===== src/rtl/rx_dcoffset_mc.sv =====
// rtl/rx_dcoffset_mc.sv - multi-channel DC-offset remover with per-channel hold and saturating output
// Optional readback port (rb_sel/rb_data) is built when DCOFFSET_READBACK_EN is defined.
module rx_dcoffset_mc #(
  parameter int WIDTH         = 14,
  parameter int NCH           = 2,
  parameter int ADDR          = 0,
  parameter int ALPHA_DEFAULT = 8
) (
  input  logic                 clk,
  input  logic                 rst_n,
  input  logic                 set_stb,
  input  logic [7:0]           set_addr,
  input  logic [31:0]          set_data,
  input  logic                 freeze,
  input  logic [NCH*WIDTH-1:0] in_tdata,
  input  logic                 in_tvalid,
`ifdef DCOFFSET_READBACK_EN
  input  logic [7:0]           rb_sel,
  output logic [31:0]          rb_data,
`endif
  output logic [NCH*WIDTH-1:0] out_tdata,
  output logic                 out_tvalid
);

  localparam int AW = WIDTH + 17;
  localparam int RW = WIDTH + 18;
  localparam int OW = WIDTH + 1;
  localparam int EW = WIDTH + 2;
  localparam logic signed [EW-1:0] SAT_MAX = EW'((1 <<< (WIDTH - 1)) - 1);
  localparam logic signed [EW-1:0] SAT_MIN = EW'(-(1 <<< (WIDTH - 1)));

  logic signed [AW-1:0]  acc  [NCH];
  logic signed [OW-1:0]  off  [NCH];
  logic signed [EW-1:0]  err  [NCH];
  logic signed [AW-1:0]  step [NCH];
  logic [NCH-1:0]        hold;
  logic [NCH-1:0]        ch_wr;
  logic [3:0]            alpha;
  logic [4:0]            shamt;
  logic signed [AW-1:0]  load_val;
  logic [NCH*WIDTH-1:0]  sat_data;
  logic                  alpha_wr;
  logic                  unused_set_bits;

  assign unused_set_bits = ^set_data[30:WIDTH];
  assign shamt           = 5'd16 - {1'b0, alpha};
  assign load_val        = {set_data[WIDTH-1], set_data[WIDTH-1:0], 16'b0};
  assign alpha_wr        = set_stb && (set_addr == 8'(ADDR + NCH));

  always_comb begin
    sat_data = '0;
    ch_wr    = '0;
    for (int k = 0; k < NCH; k++) begin
      ch_wr[k] = set_stb && (set_addr == 8'(ADDR + k));
      // Round half up, then drop the 16 fractional bits.
      off[k]   = OW'((RW'(acc[k]) + RW'(32'sd32768)) >>> 16);
      err[k]   = EW'($signed(in_tdata[k*WIDTH +: WIDTH])) - EW'(off[k]);
      step[k]  = AW'(err[k]) <<< shamt;
      if (err[k] > SAT_MAX)
        sat_data[k*WIDTH +: WIDTH] = SAT_MAX[WIDTH-1:0];
      else if (err[k] < SAT_MIN)
        sat_data[k*WIDTH +: WIDTH] = SAT_MIN[WIDTH-1:0];
      else
        sat_data[k*WIDTH +: WIDTH] = err[k][WIDTH-1:0];
    end
  end

  always_ff @(posedge clk or negedge rst_n) begin
    if (!rst_n) begin
      for (int k = 0; k < NCH; k++) acc[k] <= '0;
      hold       <= '0;
      alpha      <= 4'(ALPHA_DEFAULT);
      out_tdata  <= '0;
      out_tvalid <= 1'b0;
    end else begin
      out_tvalid <= in_tvalid;
      if (in_tvalid) out_tdata <= sat_data;
      if (alpha_wr) alpha <= set_data[3:0];
      for (int k = 0; k < NCH; k++) begin
        // A hold load on the same cycle as a valid sample overrides the integrator step.
        if (ch_wr[k] && set_data[31])
          acc[k] <= load_val;
        else if (in_tvalid && !freeze && !hold[k])
          acc[k] <= acc[k] + step[k];
        if (ch_wr[k]) hold[k] <= set_data[31];
      end
    end
  end

`ifdef DCOFFSET_READBACK_EN
  logic [31:0] rb_next;

  always_comb begin
    rb_next = '0;
    if (rb_sel == 8'(NCH)) rb_next = {28'b0, alpha};
    for (int k = 0; k < NCH; k++)
      if (rb_sel == 8'(k)) rb_next = {hold[k], 15'b0, 16'(off[k])};
  end

  always_ff @(posedge clk or negedge rst_n) begin
    if (!rst_n) rb_data <= '0;
    else        rb_data <= rb_next;
  end
`endif

endmodule


===== config.mk =====
export PLATFORM = sky130hd
export DESIGN_NAME = rx_dcoffset_mc
export DESIGN_NICKNAME = d
export VERILOG_FILES = /design/src/rtl/rx_dcoffset_mc.sv
export SDC_FILE = /design/constraint.sdc
export NUM_CORES = 1
export LEC_CHECK = 0
export CORE_UTILIZATION = 65
export CTS_BUF_LIST = sky130_fd_sc_hd__clkbuf_16
export CTS_CLUSTER_SIZE = 16
export DETAILED_ROUTE_END_ITERATION = 10
export DONT_BUFFER_PORTS = 1
export PLACE_DENSITY = 0.88
export SLEW_MARGIN = 30
export SYNTH_ARGS = -nofsm -noshare
export SYNTH_HDL_FRONTEND = slang
export SYNTH_SLANG_ARGS = --single-unit

===== constraint.sdc =====
create_clock -name clk -period 9.55 [get_ports clk]
set_input_delay 1.4325 -clock clk [delete_from_list [all_inputs] [get_ports clk]]
set_output_delay 1.4325 -clock clk [all_outputs]
set_load 0.1 [all_outputs]

### Word-level counts from Yosys, hierarchy flattened

Index checks and enable logic that the tools add are counted.

* output and inout port bits: 29
* logic and storage cells: 44
* bits in registers: 97

* magnitude comparators: 4
* shift operators: 2
* multiplexer cells: 8
* reduce and logical (&&, ||, !) cells: 14
* $add $sub $neg: 7
* equal/unequal tests: 2

Operator list (number)
* 2-to-1 mux 31 bit: 4
* adder 31 x 17 -> 31 bit, second input constant: 2
* adder 31 bit: 2
* <<< shifter 16 x 5 -> 31 bit: 2
* 2-to-1 mux 14 bit: 4
* greater-than comparator 16 x 14 -> 1 bit, second input constant: 2
* less-than comparator 16 x 14 -> 1 bit, second input constant: 2
* subtractor 14 x 15 -> 16 bit: 2
* == test 8 x 1 -> 1 bit, second input constant: 1
* == test 8 x 2 -> 1 bit, second input constant: 1
* logical AND 1 bit: 8
* zero test 8 bit: 1
* subtractor 5 x 4 -> 5 bit, first input constant: 1
* nonzero test 2 bit: 2
* zero test 1 bit: 3

### Longest topological paths before layout

Gate-level depths: netlist (run 1).

* depth in word-level cells: 6
* depth in mapped cells: 29

### Least setup slack after synthesis (run 1)

OpenSTA, ideal clock, no wires.

* path kind: input to register
* start: input in_tdata[4]
* end: register acc[61] in the netlist's numbering
* library setup time: 0.071 ns
* slack: 3.344 ns
* stages on the path: 21
* path buffers: 1
* arrival time: 6.135 ns
* path through: ha_1 -> a21o_1 -> or3_1 -> o211a_1 -> o31ai_4 -> nand2_2 -> mux4_2 -> mux2i_1 -> o22ai_1 -> ha_1 -> clkbuf_2 -> a21oi_1 -> and2b_2 -> o21ai_0 -> o211ai_2 -> nand4_1 -> a21oi_2 -> a221o_1 -> or4_1 -> a221o_1 -> nand4_1

* longest elaborated chain between the ends: 5

Ends and longest elaborated chain
* start, declared: line 15 `input logic [NCH*WIDTH-1:0] in_tdata,`
* subtractor 14 x 15 -> 16 bit: line 57 `err[k] = EW'($signed(in_tdata[k*WIDTH +: WIDTH])) - EW'(off[k]);`
* <<< shifter 16 x 5 -> 31 bit: line 58 `step[k] = AW'(err[k]) <<< shamt;`
* adder 31 bit: line 84 `acc[k] <= acc[k] + step[k];`
* 2-to-1 mux 31 bit: line 83 `else if (in_tvalid && !freeze && !hold[k])`
* 2-to-1 mux 31 bit: line 81 `if (ch_wr[k] && set_data[31])`
* end signal, assigned by index: line 82 `acc[k] <= load_val;`
* end signal, assigned by index: line 84
* end, declared: line 32 `logic signed [AW-1:0] acc [NCH];`

Every way passes these cells. The select of a mux whose other input is x is not followed.
A chain may end at the register's enable or synchronous reset.

### Worst setup path after layout (run 1)

* start: register acc[48] in the netlist's numbering
* end: register acc[61] in the netlist's numbering

* longest elaborated chain between the ends: 6

Ends and longest elaborated chain
* adder 31 x 17 -> 31 bit: line 56 `off[k] = OW'((RW'(acc[k]) + RW'(32'sd32768)) >>> 16);`
* subtractor 14 x 15 -> 16 bit: line 57
* <<< shifter 16 x 5 -> 31 bit: line 58
* adder 31 bit (*): line 84
* 2-to-1 mux 31 bit (*): line 83
* 2-to-1 mux 31 bit (*): line 81

Mark *: on every way between the ends. The rest lies on a longest branch, timed or not. The select of a mux whose other input is x is not followed.

==> metrics.txt, run 1 <==
Synth top area share 20.6%; hold_buf cts 0; Post-DP HPWL 25100 um; R2R cell count 24; Clock Root Buffer clkbuf_16; commonest non-fill, non-tap cells in the layout nand2_1 (171), a21oi_1 (160), nor2_1 (139); postcts setup bufs 0; Worst path depth 24; largest net degree at the start of global routing 98; synthesized cell area 0.0116 sq mm; number of nets in the layout 1629; layout cells sized above 1 7.65%; family with the most delay on the worst path compound AO/OA/AOI/OAI gates; status complete, no violations; crit-path cells and3_1, and2_1, nand4_1, nor2_1, xnor2_1, ha_1, a21oi_1, o21ai_0, nor4_1, nor3_1, or2_0, nand2_1, a41oi_1, o21ai_0, ha_1, a2111oi_2, o21ai_1, a221o_1, nor3_2, a21oi_2, a221o_1, or4_1, a221o_1, nand4_1; die width 136 um; vias in the first global route 10500; Yosys warning count 0; PostCTS Resize Cnt 0; synthesized flop and latch total 97; H-tree lvl count 3; Crit Path Class reg2reg; GP Congestion 0.982; clk sinks 97; Mean Syn Cell Area 7.68 sq um; EDFF count, synth 0; Multi-input gate area 0.00870 sq mm; critical path arrival 7.25 ns; Worst path most repeated cell a221o_1; Fill cells 1434; worst r2r dst acc[61]$_DFFE_PN0P_; top cells by area, synth dfrtp_1 (21%), ha_1 (10%), a21oi_1 (6.9%); first-pass GRT wire length 53400 um; initial core utilization 66.9%; antenna-violating nets left 0; grt total ovfl 0; commonest non-fill, non-tap cell in the layout nand2_1; CTS tree done; All-Layer GR Usage 36.7%; Synth Flop Type dfrtp_1; Syn Inst Count 1516; Worst R2R Setup Slack 2.59 ns; Syn Nets 1686; CP bufs+invs 0; Seq/Total Area, Yosys 20.8%; final hold violations 0; worst stage delay on the critical path 0.63 ns; Setup crit start acc[48]$_DFFE_PN0P_; RR Startpoint acc[48]$_DFFE_PN0P_; Core Area 0.0174 sq mm; Unique masters post-synth 99; RSZ-0062 raised after global routing no; TritonRoute pass-1 iters 8; worst hold endpoint hold[1]$_DFFE_PN0P_; Rows 48; Slew @ Worst Pin 0.932 ns; Fin Clk Skew 0.00702 ns; I/O Pins 102; DR iter-0 viols 1568; initial antenna violation count 0; wire per inst 19.8 um; Skew-Pair Late Insertion Delay 0.36 ns; startpoint types flop; drt total wl 33400 um; Min-Delay Path Depth 2; fin crit period 6.96 ns; Slew Limit Fails 0; Worst Path Max Fanout 9; Max stage delay cell, worst path o21ai_0; Fin Setup TNS 0 ns; Vias/cell 6.78; Synth area leader dfrtp_1; Worst EP required 9.84 ns; final antenna diode count 0; hold crit path type reg2reg; Storage cell area 0.00243 sq mm; vias post-DR 11400; ys async rst share 100%; DR DRC count 0; Bufs on Longest Clock Path 2; max-cap viol count 0; Crit. End Element flop; IO buf count 0; Area Overhead vs Synth 2.66%; relative slew slack 37.8%; CTS clk-pin slew, worst paths 0.07 ns; Die ar. 0.0185 sq mm; die height 136 um; setup violators final 0; f_max 0.144 GHz; CTS Buf Count 9; hold wc startpoint hold[1]$_DFFE_PN0P_; period utilization 72.9%
[registers in the layout, indices dropped and copies added (netlist names)]
name / flops
out_tvalid: 1
alpha: 4
acc: 62
out_tdata: 28
hold: 2
[through the flow]
step / std cells / util (%) / instance area [sq um] / worst slack (ns) / hold WS (ns)
3_5_place_dp: 1672 / 67.1 / 11700 / 2.50 / 0.482
6_report: 1689 / 68.7 / 12000 / 2.59 / 0.500
2_1_floorplan: 1516 / - / 11600 / 3.34 / 0.459
5_1_grt: 1689 / 68.7 / 12000 / 2.06 / 0.539
3_3_place_gp: 1672 / 67.1 / 11700 / 2.63 / 0.476
4_1_cts: 1688 / 68.6 / 11900 / 2.76 / 0.499
[metal layers]
metal | part of all wire [%] | wire (um) | vias up | GRT usage (%)
met2 | 44 | 14700 | 608 | 56.7
li1 | - | - | 5435 | -
met5 | 0 | 0 | - | 0
met1 | 42 | 14000 | 5313 | 49.2
met3 | 9.7 | 3240 | 89 | 7.20
met4 | 4.4 | 1480 | 0 | 17.3
[layout make-up]
cell class	count	area share, %
Clock inverter	7	0.272
Tap cell	225	2.35
Timing Repair Buffer	13	0.879
Sequential cell	97	20.3
Multi-Input combinational cell	1288	72.7
Clock buffer	9	1.88
Inverter	50	1.57
[how the worst max path moves through the flow]
stage	endpoint	slack, ns
finish	acc[61]$_DFFE_PN0P_	2.59
global route	acc[61]$_DFFE_PN0P_	2.06
floorplan	acc[61]$_DFFE_PN0P_	3.34
CTS	acc[61]$_DFFE_PN0P_	2.76
detailed placement	acc[30]$_DFFE_PN0P_	2.50
global placement	acc[30]$_DFFE_PN0P_	2.63
[worst reg2reg max path, delay by kind of cell, from the launching register on]
family | cells | cell delay (ns)
AND/OR/NAND/NOR | 11 | 2.65
AO/OA/AOI/OAI | 10 | 2.80
flip-flops | 1 | 0.45
XOR/XNOR | 1 | 0.10
adder cells (fa/ha/maj) | 2 | 0.87
[kinds of logic (layout without fill, tap and decap cells)]
group / after synthesis / after routing / share of synthesized area, %
flops: 97 / 97 / 20.8
buf+inv: 131 / 79 / 4.90
mux: 80 / 80 / 8.40
xor+xnor: 93 / 93 / 6.99
fa+ha+maj: 97 / 97 / 10.7
simple gates: 515 / 515 / 20.7
compound gates: 503 / 503 / 27.4
[cells in the mapped netlist, types with 10 or more instances]
cell type  instances
nand2_1          171
a21oi_1          160
nor2_1           139
o21ai_0          119
dfrtp_1           96
ha_1              93
clkbuf_1          58
xnor2_1           56
inv_1             50
nand3_1           46
nor3_1            41
mux2i_1           40
xor2_1            37
a21o_1            35
mux2_2            28
a211oi_1          20
and3_1            20
o21a_1            20
o211ai_1          19
a31oi_1           15
nor2b_1           14
nand2b_1          13
buf_2             11
nand4_1           11
mux4_2            10
o31ai_1           10
Power of run 1 is left out: the tool's default activity adds up to more than one toggle a clock period on the data nets, which glitch-free logic cannot reach.
==> inputs of run 2 (changes only) <==
--- a/config.mk
+++ b/config.mk
@@ -5,6 +5,7 @@
 export SDC_FILE = /design/constraint.sdc
 export NUM_CORES = 1
 export LEC_CHECK = 0
+export ABC_AREA = 1
 export CORE_UTILIZATION = 65
 export CTS_BUF_LIST = sky130_fd_sc_hd__clkbuf_16
 export CTS_CLUSTER_SIZE = 16
==> constraint.sdc (replaced) <==
create_clock -name clk -period 6.7 [get_ports clk]
set_input_delay 1.005 -clock clk [delete_from_list [all_inputs] [get_ports clk]]
set_output_delay 1.005 -clock clk [all_outputs]
set_load 0.1 [all_outputs]
==> run 2 against run 1 <==
- synthesized cell count is 26% higher
- critical path depth is 11 higher
- sequential cell count stayed put
- critical endpoint is now acc[59]$_DFFE_PN0P_
- largest cell class unchanged
- highest routed layer unchanged
==> metrics.txt, run 2 <==
Rows 48 (unchanged); hold_buf cts 0 (unchanged); startpoint types flop; period utilization 90.7% (+18 points); initial core utilization 67.2% (+0.36 points); EDFF count, synth 0 (unchanged); Worst path most repeated cell nand2_1; Area Overhead vs Synth 3.40%; CTS tree done; Max stage delay cell, worst path or4_1; I/O Pins 102 (unchanged); status complete, no violations; largest net degree at the start of global routing 98 (unchanged); Slew Limit Fails 0 (unchanged); die height 136 um (+0.44%); hold crit path type in2async; f_max 0.164 GHz (+15%); layout cells sized above 1 5.12% (-2.5 points); max-cap viol count 0 (unchanged); Placed Cells 2083 (+25%); relative slew slack 38.5% (+0.67 points); die width 136 um (+0.44%); setup violators final 0 (unchanged); commonest non-fill, non-tap cell in the layout nand2_1; vias in the first global route 11100 (+5.5%); RSZ-0062 raised after global routing no; commonest non-fill, non-tap cells in the layout nand2_1 (512), inv_1 (253), nor2_1 (161); grt total ovfl 0 (unchanged); Synth Flop Type dfrtp_1; synthesized flop and latch total 97 (unchanged); Synth top area share 20.4% (-0.18 points); Skew-Pair Late Insertion Delay 0.36 ns (about the same); Worst Path Max Fanout 5 (-4); antenna-violating nets left 0 (unchanged); Fin Setup TNS 0 ns (unchanged); Unique masters post-synth 63 (-36%); final hold violations 0 (unchanged); Core Area 0.0175 sq mm (+0.35%); postcts setup bufs 0 (unchanged); CTS clk-pin slew, worst paths 0.07 ns (about the same); Top reg by flops acc; ys async rst share 100% (unchanged); Syn Nets 2076 (+23%); TritonRoute pass-1 iters 7 (-1); number of nets in the layout 2039 (+25%); most common cell in the netlist nand2_1; Yosys warning count 0 (unchanged); top cells by area, synth dfrtp_1 (20%), nand2_1 (16%), ha_1 (9.9%); Mean Syn Cell Area 6.17 sq um (-20%); Crit. End Element flop; DR iter-0 viols 1217 (-22%); DR DRC count 0 (unchanged); Synth area leader dfrtp_1; GP Congestion 1.04 (+5.9%); fin crit period 6.08 ns (-0.882 ns); Fill cells 1562 (+8.9%); initial antenna violation count 2 (+2); Fin Clk Skew 0.00739 ns (+0.000372 ns); Slew @ Worst Pin 0.921 ns (-0.0110 ns); Top Registers acc x62, out_tdata x28, alpha x4; post-route insts no fill 2102 (+24%); max reg flops 62 (unchanged); critical path arrival 6.34 ns (-0.91 ns); drt total wl 34600 um (+3.6%); IO buf count 0 (unchanged); first-pass GRT wire length 54900 um (+2.8%); Bufs on Longest Clock Path 2 (unchanged); Die ar. 0.0186 sq mm (+0.88%); Syn Inst Count 1906 (+26%); vias post-DR 12600 (+10%); wire per inst 16.5 um (-17%); worst stage delay on the critical path 0.45 ns (-0.18 ns); CTS Buf Count 9 (unchanged); Seq/Total Area, Yosys 20.7% (-0.18 points); clk sinks 97 (unchanged); Post-DP HPWL 27200 um (+8.8%); synthesized cell area 0.0118 sq mm (+0.89%); synth cell count leaders nand2_1 (512), inv_1 (253), nor2_1 (161); PostCTS Resize Cnt 0 (unchanged); Clock Root Buffer clkbuf_16; Vias/cell 6.00 (-11%); Worst EP required 6.96 ns (-2.88 ns); H-tree lvl count 3 (unchanged); Crit Path Class reg2reg; All-Layer GR Usage 37.9% (+1.2 points)
-- run 2: path summary, 6_finish.rpt --
kind                                     startpoint                  endpoint  slack (ns)  depth (start not counted)
worst max-delay path            acc[46]$_DFFE_PN0P_       acc[59]$_DFFE_PN0P_        0.62                         35
worst min-delay path                          rst_n  out_tdata[2]$_DFFE_PN0P_        0.33                          0
worst max register to register  acc[46]$_DFFE_PN0P_       acc[59]$_DFFE_PN0P_        0.62                         35
worst min register to register  acc[44]$_DFFE_PN0P_       acc[44]$_DFFE_PN0P_        0.50                          2
max in group asynchronous                     rst_n      alpha[3]$_DFFE_PN1P_        6.13                          0
min in group clk                acc[44]$_DFFE_PN0P_       acc[44]$_DFFE_PN0P_        0.50                          2
-- run 2: kinds of logic (layout without fill, tap and decap cells) --
family,after synthesis,count (layout),share of synthesized area [%]
other,0,3,0
muxes,2,2,0.170
DFF,97,97,20.7
xor gates and xnor gates,47,47,3.63
and+or+nand+nor,930,930,34.1
buffers and inverters,316,284,10.4
AOI/OAI and AO/OA,417,417,20.4
adders and majority gates,97,97,10.6
-- run 2: final cells by class --
cell class                 instances  area [sq um]  area share [%]
clock buffer                       9           225            1.85
sequential                        97          2430            20.0
tap                              225           282            2.32
timing repair buffer               6          45.0           0.371
inverter                         262           983            8.09
clock inverter                     7          68.8           0.566
antenna                            3          7.51          0.0618
multi-input combinational       1493          8110            66.8
-- run 2: worst max-delay path: cells and delay by family, from the launching register on --
family,cells,cell delay [ns]
simple gates,20,3.11
fa+ha+maj,3,0.82
buf+inv,2,0.12
flops,1,0.42
compound gates,10,1.53
-- run 2: layer usage --
metal / track usage [%] / routed length (um)
met4: 15.2 / 1240
met2: 57.3 / 14700
met1: 52.5 / 15300
met5: 0 / 0
met3: 7.49 / 3430
-- run 2: through the flow --
stage	setup slack, ns	cell area (sq um)	hold WS (ns)	utilization [%]
floorplan	1.83	11800	0.442	-
global placement	1.01	11800	0.454	67.8
detailed placement	0.841	11800	0.470	67.8
CTS	0.795	12100	0.330	69.5
global route	0.0652	12100	0.331	69.5
finish	0.621	12200	0.335	69.5
Power of run 2 is left out for the same reason.
